File: src/rtl/store_monitor_pkg.sv
// store_monitor_pkg
//   Shared types for the store monitor: verdict state encoding and the
//   fail-code values reported on store_monitor.fail_code.
package store_monitor_pkg;

  typedef enum logic [1:0] {
    RUN  = 2'd0,
    PASS = 2'd1,
    FAIL = 2'd2
  } state_t;

  typedef enum logic [1:0] {
    FC_NONE    = 2'b00,
    FC_BADADDR = 2'b01,
    FC_BADDATA = 2'b10,
    FC_TIMEOUT = 2'b11
  } fcode_t;

endpackage

File: src/rtl/store_monitor_sat_counter.sv
// sat_counter
//   Up-counter that stops at its all-ones value instead of wrapping.
//   Ports:
//     clk   - rising-edge clock
//     reset - asynchronous, active-low clear
//     en    - count enable (one increment per enabled edge)
//     count - current value, W bits
module sat_counter #(
  parameter int unsigned W = 16
) (
  input  logic         clk,
  input  logic         reset,
  input  logic         en,
  output logic [W-1:0] count
);

  always_ff @(posedge clk or negedge reset) begin
    if (!reset) begin
      count <= '0;
    end else if (en && (count != '1)) begin
      count <= count + W'(1);
    end
  end

endmodule

File: src/rtl/store_monitor.sv
// store_monitor
//   Snoops the core's data-memory write port and latches a sticky
//   pass/fail verdict. A store of PASS_DATA to PASS_ADDR passes; stores to
//   SCRATCH_ADDR are tolerated; anything else, wrong data at PASS_ADDR, or
//   TIMEOUT cycles without a verdict fails. Once decided, all state freezes
//   until reset.
//   Ports:
//     clk         - core clock, rising edge
//     reset       - asynchronous, active-low
//     memwrite    - store strobe (one cycle per store)
//     dataadr     - store byte address
//     writedata   - store data
//     done        - verdict valid (PASS or FAIL)
//     pass        - verdict is pass
//     fail_code   - 00 none, 01 bad address, 10 bad data, 11 timeout
//     store_count - stores seen while running, saturating
//     cycle_count - cycles spent running, saturating
//     last_addr   - address of most recent store seen while running
//     last_data   - data of most recent store seen while running
module store_monitor
  import store_monitor_pkg::*;
#(
  parameter logic [31:0] PASS_ADDR    = 32'd84,
  parameter logic [31:0] PASS_DATA    = 32'h0000_0310,
  parameter logic [31:0] SCRATCH_ADDR = 32'd80,
  parameter int unsigned TIMEOUT      = 4096,
  parameter int unsigned CNT_W        = 16
) (
  input  logic             clk,
  input  logic             reset,
  input  logic             memwrite,
  input  logic [31:0]      dataadr,
  input  logic [31:0]      writedata,
  output logic             done,
  output logic             pass,
  output logic [1:0]       fail_code,
  output logic [CNT_W-1:0] store_count,
  output logic [CNT_W-1:0] cycle_count,
  output logic [31:0]      last_addr,
  output logic [31:0]      last_data
);

  state_t state, next_state;
  fcode_t fc_q, next_fc;

  logic in_run;
  logic store;
  logic tmo;
  logic cyc_en;

  assign in_run = (state == RUN);
  assign store  = in_run && memwrite;
  assign tmo    = in_run && (cycle_count == CNT_W'(TIMEOUT - 1));
  // The timeout edge itself is not counted, so cycle_count freezes at
  // TIMEOUT-1 on a timeout.
  assign cyc_en = in_run && !tmo;

  always_comb begin
    next_state = state;
    next_fc    = fc_q;
    if (in_run) begin
      if (memwrite) begin
        if (dataadr == PASS_ADDR) begin
          if (writedata == PASS_DATA) begin
            next_state = PASS;
          end else begin
            next_state = FAIL;
            next_fc    = FC_BADDATA;
          end
        end else if (dataadr != SCRATCH_ADDR) begin
          next_state = FAIL;
          next_fc    = FC_BADADDR;
        end
      end
      // A store-driven verdict on the same edge takes priority.
      if ((next_state == RUN) && tmo) begin
        next_state = FAIL;
        next_fc    = FC_TIMEOUT;
      end
    end
  end

  always_ff @(posedge clk or negedge reset) begin
    if (!reset) begin
      state     <= RUN;
      fc_q      <= FC_NONE;
      last_addr <= '0;
      last_data <= '0;
    end else begin
      state <= next_state;
      fc_q  <= next_fc;
      if (store) begin
        last_addr <= dataadr;
        last_data <= writedata;
      end
    end
  end

  sat_counter #(.W(CNT_W)) u_store_cnt (
    .clk   (clk),
    .reset (reset),
    .en    (store),
    .count (store_count)
  );

  sat_counter #(.W(CNT_W)) u_cycle_cnt (
    .clk   (clk),
    .reset (reset),
    .en    (cyc_en),
    .count (cycle_count)
  );

  assign done      = (state != RUN);
  assign pass      = (state == PASS);
  assign fail_code = fc_q;

endmodule

File: config.mk
export PLATFORM = sky130hd
export DESIGN_NAME = store_monitor
export DESIGN_NICKNAME = d
export VERILOG_FILES = /design/src/rtl/store_monitor_pkg.sv /design/src/rtl/store_monitor_sat_counter.sv /design/src/rtl/store_monitor.sv
export SDC_FILE = /design/constraint.sdc
export NUM_CORES = 1
export LEC_CHECK = 0
export BUFFER_PORTS_ARGS = -buffer_cell sky130_fd_sc_hd__buf_2
export CAP_MARGIN = 10
export CORE_UTILIZATION = 53
export CTS_CLUSTER_DIAMETER = 80
export DETAILED_ROUTE_END_ITERATION = 8
export GPL_ROUTABILITY_DRIVEN = 0
export PLACE_DENSITY = 0.86
export SYNTH_ARGS = -nofsm -noshare
export SYNTH_HDL_FRONTEND = slang
export SYNTH_SLANG_ARGS = --single-unit
File: constraint.sdc
create_clock -name clk -period 3.75 [get_ports clk]
set_clock_uncertainty 0.15 [all_clocks]
set_input_delay 0.75 -clock clk [delete_from_list [all_inputs] [get_ports clk]]
set_output_delay 0.75 -clock clk [all_outputs]
set_load 0.005 [all_outputs]
## After elaboration in Yosys (flattened, before gate mapping)

Cells that the tools add are included.

- Add/sub/neg operators: 2
- Equal/unequal tests: 8
- Mux-type cells: 11
- Reduce and logical (&&, ||, !) cells: 13

Operators with widths:

| kind | number |
|---|---|
| $add 16x1->16 const B | 2 |
| $eq 32x10->1 const B | 1 |
| $eq 32x7->1 const B | 1 |
| $ne 16x16->1 const B | 2 |
| $ne 32x7->1 const B | 1 |
| $mux 2 | 11 |
| $eq 16x12->1 const B | 1 |
| $logic_and 1x1->1 | 6 |
| $logic_not 2->1 | 2 |
| $reduce_and 4->1 | 1 |
| $reduce_bool 2->1 | 2 |
| $ne 3x2->1 const B | 1 |
| $reduce_bool 3->1 | 1 |
| $eq 2x1->1 const B | 1 |
| $logic_not 1->1 | 1 |

- Bits in registers: 100
- Bits of input ports: 67
- Output and inout bits: 100
- Logic and storage cells: 40

## Logic depth before layout (Yosys ltp)

- Word-level depth: 9
- Mapped depth: 6

## By module

Synthesis repeated with hierarchy kept, for this count alone.

- Cell total of the unflattened synthesis: 465
- Area, all modules: 4531.8 µm²

By module, submodules not included:

| module | instances | cells each | area each (µm²) | sequential area each (µm²) |
|---|---|---|---|---|
| store_monitor | 1 | 321 | 2812.7 | 1701.6 |
| sat_counter | 2 | 72 | 859.6 | 400.4 |

## Worst setup path before layout

OpenSTA, ideal clock, no wires.

- Path kind: input-to-reg
- Start point: input port memwrite
- End point: register u_store_cnt.count[13]
- Arrival: 1.782 ns
- Setup slack: 1.739 ns
- Stages: 5
- Cell sequence: or3b_1 > clkbuf_1 > a2111o_1 > nor2_1 > xor2_1

- Word-level cells in the longest chain between the ends: 2

RTL lines:

| element | RTL line | RTL |
|---|---|---|
| start, declared | store_monitor.sv:31 | `input logic memwrite,` |
| $logic_and 1x1->1 | store_monitor.sv:52 | `assign store = in_run && memwrite;` |
| $logic_and 1x1->1 | store_monitor_sat_counter.sv:20 | `end else if (en && (count != '1)) begin` |
| end signal, assigned | store_monitor_sat_counter.sv:21 | `count <= count + W'(1);` |
| end, declared | store_monitor_sat_counter.sv:14 | `output logic [W-1:0] count` |

Every way passes these cells.
A chain may end at the register's enable or synchronous reset.

## Worst setup path in the final report

- Start point: register state[0]
- End point: output port done

- Word-level cells in the longest chain between the ends: 1

RTL lines:

| element | RTL line | RTL |
|---|---|---|
| start, declared | store_monitor.sv:43 | `state_t state, next_state;` |
| start signal, assigned | store_monitor.sv:90 | `state <= next_state;` |
| $reduce_bool 2->1 | store_monitor.sv:113 | `assign done = (state != RUN);` |
| end, declared | store_monitor.sv:34 | `output logic done,` |

Every way passes these cells.

==> impl.org <==
** Run status
- The flow ran to the end, and the final reports show no timing, DRC or antenna violations.

** Floorplanning
- Boundary Pins :: 167
- Measured along the x axis, the die boundary spans 92.6 microns.
- The total area inside the core boundary comes to 7850 sq um.
- For this configuration, the core starts out at a cell density of 55.4%.
- Die Area :: 8570 sq um
- Row count :: 32
- Chip height :: 92.6 microns

** STA
- Worst hold slack across all endpoints :: 250 ps
- The total count of max-transition violations in the final report came to 0.
- Transition time at the pin with the least slew margin :: 649 ps
- The clock period could shrink to 2320 ps.
- Setup total negative slack on the finished layout was measured at 0 ps.
- Unrepaired setup endpoints after global routing :: no
- Headroom to the max-slew limit :: 56.7%
- Number of failing hold endpoints at the final stage :: 0
- # setup viols final :: 0
- Final critical-path setup slack :: 1430 ps
- Based on the critical path, the design can be clocked at up to 0.431 GHz.
- In the finished design, the share of the clock period the worst path needs comes to 61.9%.

** Synth
- Gate count of the mapped netlist :: 462
- Yosys warning count :: 0
- For this run, the leading register cell type out of synthesis is dfrtp_1.
- By area, the combinational part of the netlist is dominated by simple AND/OR/NAND/NOR gates.
- Flip-flop and latch count after synthesis :: 100
- In the synthesized netlist, mux cells make up 0.259% of the area.
- In this run, distinct cell masters in the synthesized netlist total 43.
- Summing the areas of all xor and xnor instances in the mapped netlist gives 5.44% of the synthesized area.
- The number of nets in the synthesized netlist is 531.
- Sequential cells were found to cover 57.5% of the synthesized design area.
- A synthesized cell averages 9.42 sq um.
- Summing the areas of all compound-gate instances in the mapped netlist gives 3.45% of the synthesized area.
- For this run, asynchronously set or reset flops after synthesis account for 100%.
- Synthesized-area fraction occupied by and/or/nand/nor cells :: 30.9%
- Count of flip-flops with a built-in enable after synthesis :: 0
- Summed instance area of the synthesized netlist :: 4350 sq um
- After Yosys synthesis, full adders, half adders and majority gates account for 0.575% of the synthesized area.

** Cells and area
- Leaving out fill and tap cells, the most frequent cell in the layout is nand2_1.
- Cells fill 69.7% of the core in the end.
- Cell Count, Final, Fillers Out :: 733
- Once layout is done, the placed cells without fillers occupy 5470 sq um.
- In the layout the commonest cells are nand2_1 (207), buf_2 (165), dfrtp_1 (100).
- NumNets Final :: 695
- Diode insertion count for antenna repair :: 0
- Summing all multi-input logic gate instances after layout gives 1770 sq um.
- Registers take 2500 sq um.
- Layout cells sized above 1 :: 31.2%
- Area Growth Syn to Fin :: 25.7%
- Filler cell count in the final layout :: 650

** Global routing
- Global routing used 25.7% of the available tracks across all layers.
- The number of global-route vias before repair was 3488.
- The number of antenna violations at the first check in global routing came to 0.
- For this run the aggregate overflow at the end of global routing stands at 0.
- Pin count of the biggest net entering global routing :: 52
- First-pass GRT wire length :: 17100 microns

** Critical path
- Arrival time of data at the critical path endpoint :: 1420 ps
- Critical path fanouts, max :: 5
- STA puts the critical path data required time at 2850 ps.
- The worst setup path is of the flip-flop to output pin kind.
- STA classifies the critical path startpoint as a flip-flop.
- The worst setup path is captured at an output pin.
- Launching instance or port of the critical path :: state[0]
- In this run the critical register-to-register path is launched from state[0].

** Clocking
- Buffers inserted during clock tree synthesis total 9.
- H-tree lvl count :: 3
- The clock passes through at most 2 buffers.
- TritonCTS built the clock tree.
- TritonCTS sink count :: 100
- For this design, the CTS-stage hold fixing added 0 buffers.
- Total of cells resized after clock tree synthesis :: 0
- Setup Fix Bufs, Post-CTS :: 0
- Clock latency on the worst-skew pair, taken at its later pin, is 360 ps.
- Clock root buffer master :: clkbuf_8
- After clock tree synthesis, the clock-pin slew on the worst setup and hold paths is 100 ps.

** Power and ir drop
- IR analysis of the VDD net gives a maximum drop of 166 uV.
- Total design power :: 1.95 mW
- Power spread over the standard cell area amounts to 357 nW/um^2.
- Summed over all cells, the static leakage comes to 3.06 nW.

** Worst hold path
- Worst hold path class :: primary input to async pin

** Placement
- Once placement completed, the tool counted placed cells totaling 717.
- Once placement finished, the instance area stood at 5280 sq um.
- IO Port Bufs :: 166
- Timing analysis after detailed placement gives a worst setup slack of 1190 ps.
- The wire-length estimate of the detail-placed layout is 7840 microns.

** Routing
- Wire length per cell :: 14.3 microns
- Remaining DRCs :: 0
- After detailed routing, the number of vias per cell comes to 5.21.
- Number of DRC violations after detailed-routing iteration 0 :: 159
- Final WL :: 10500 microns
- Pre-Repair DR Iteration Count :: 4
- The count of nets left with antenna violations once routing finished came out at 0.
- Across all layers, the routed design uses 3820 vias.

** Job
- Max-cap violations :: 0
-- critical path, cell delays in order, from the launching register on --
cell and delay [ps]:
dfrtp_1 430, nor2_1 290, inv_1 190, buf_2 170
-- flip-flops by register name (all words and copies together), names as in the netlist --
name	flops
last_addr	32
u_store_cnt.count	16
fail_code	2
u_cycle_cnt.count	16
last_data	32
state	2
-- synth_stat cells (3+ instances only) --
cell	count	share of area [%]
nor4_1	15	2.2
xor2_1	10	2.0
o21ai_0	4	0.46
buf_1	5	0.43
buf_2	6	0.69
dfrtp_1	100	58
and3_1	11	1.6
nand4_1	9	1.3
nor4b_1	4	0.81
nand3_1	15	1.7
clkbuf_1	5	0.43
and4_1	3	0.60
xnor2_1	17	3.4
a21oi_1	3	0.35
nor3_1	3	0.35
nor2_1	11	0.95
nand2_1	207	18
-- area by class of cell --
type	instances	share of cell area [%]
repair buffers	170	16.0
clock buffers	12	2.84
inverters	1	0.0686
flip-flops and latches	100	45.8
clock inverters	4	0.595
multi-input cells	344	32.4
well taps	102	2.33
-- cells by family (layout without fill, tap and decap cells) --
family,count (synthesis),count (layout)
multiplexers,1,1
adder cells (fa/ha/maj),2,2
XOR/XNOR,27,27
flip-flops,100,100
buffers and inverters,18,187
AND/OR/NAND/NOR,295,295
AO/OA/AOI/OAI,19,19
-- per-layer routing --
layer | GRT usage (%) | vias up | wire length, microns
li1 | - | 1857 | -
met4 | 5.99 | 0 | 72
met1 | 35.5 | 1812 | 4620
met2 | 42.2 | 143 | 5120
met3 | 5.09 | 8 | 704
met5 | 0 | - | 0
-- report_power, final --
part           internal, mW  switching [mW]
Clock                 0.282           0.370
Combinational        0.0731          0.0871
Sequential             1.12          0.0228
-- final timing paths --
kind | endpoint | slack, ps | cells past startpoint
worst max-delay path | done | 1430 | 3
worst min-delay path | last_data[11] | 250 | 1
worst max register to register | u_store_cnt.count[3] | 1670 | 4
worst min register to register | last_data[13] | 320 | 2
max in group asynchronous | u_store_cnt.count[3] | 2490 | 2
min in group clk | last_data[13] | 320 | 2
(Power assumes the default switching activity.)
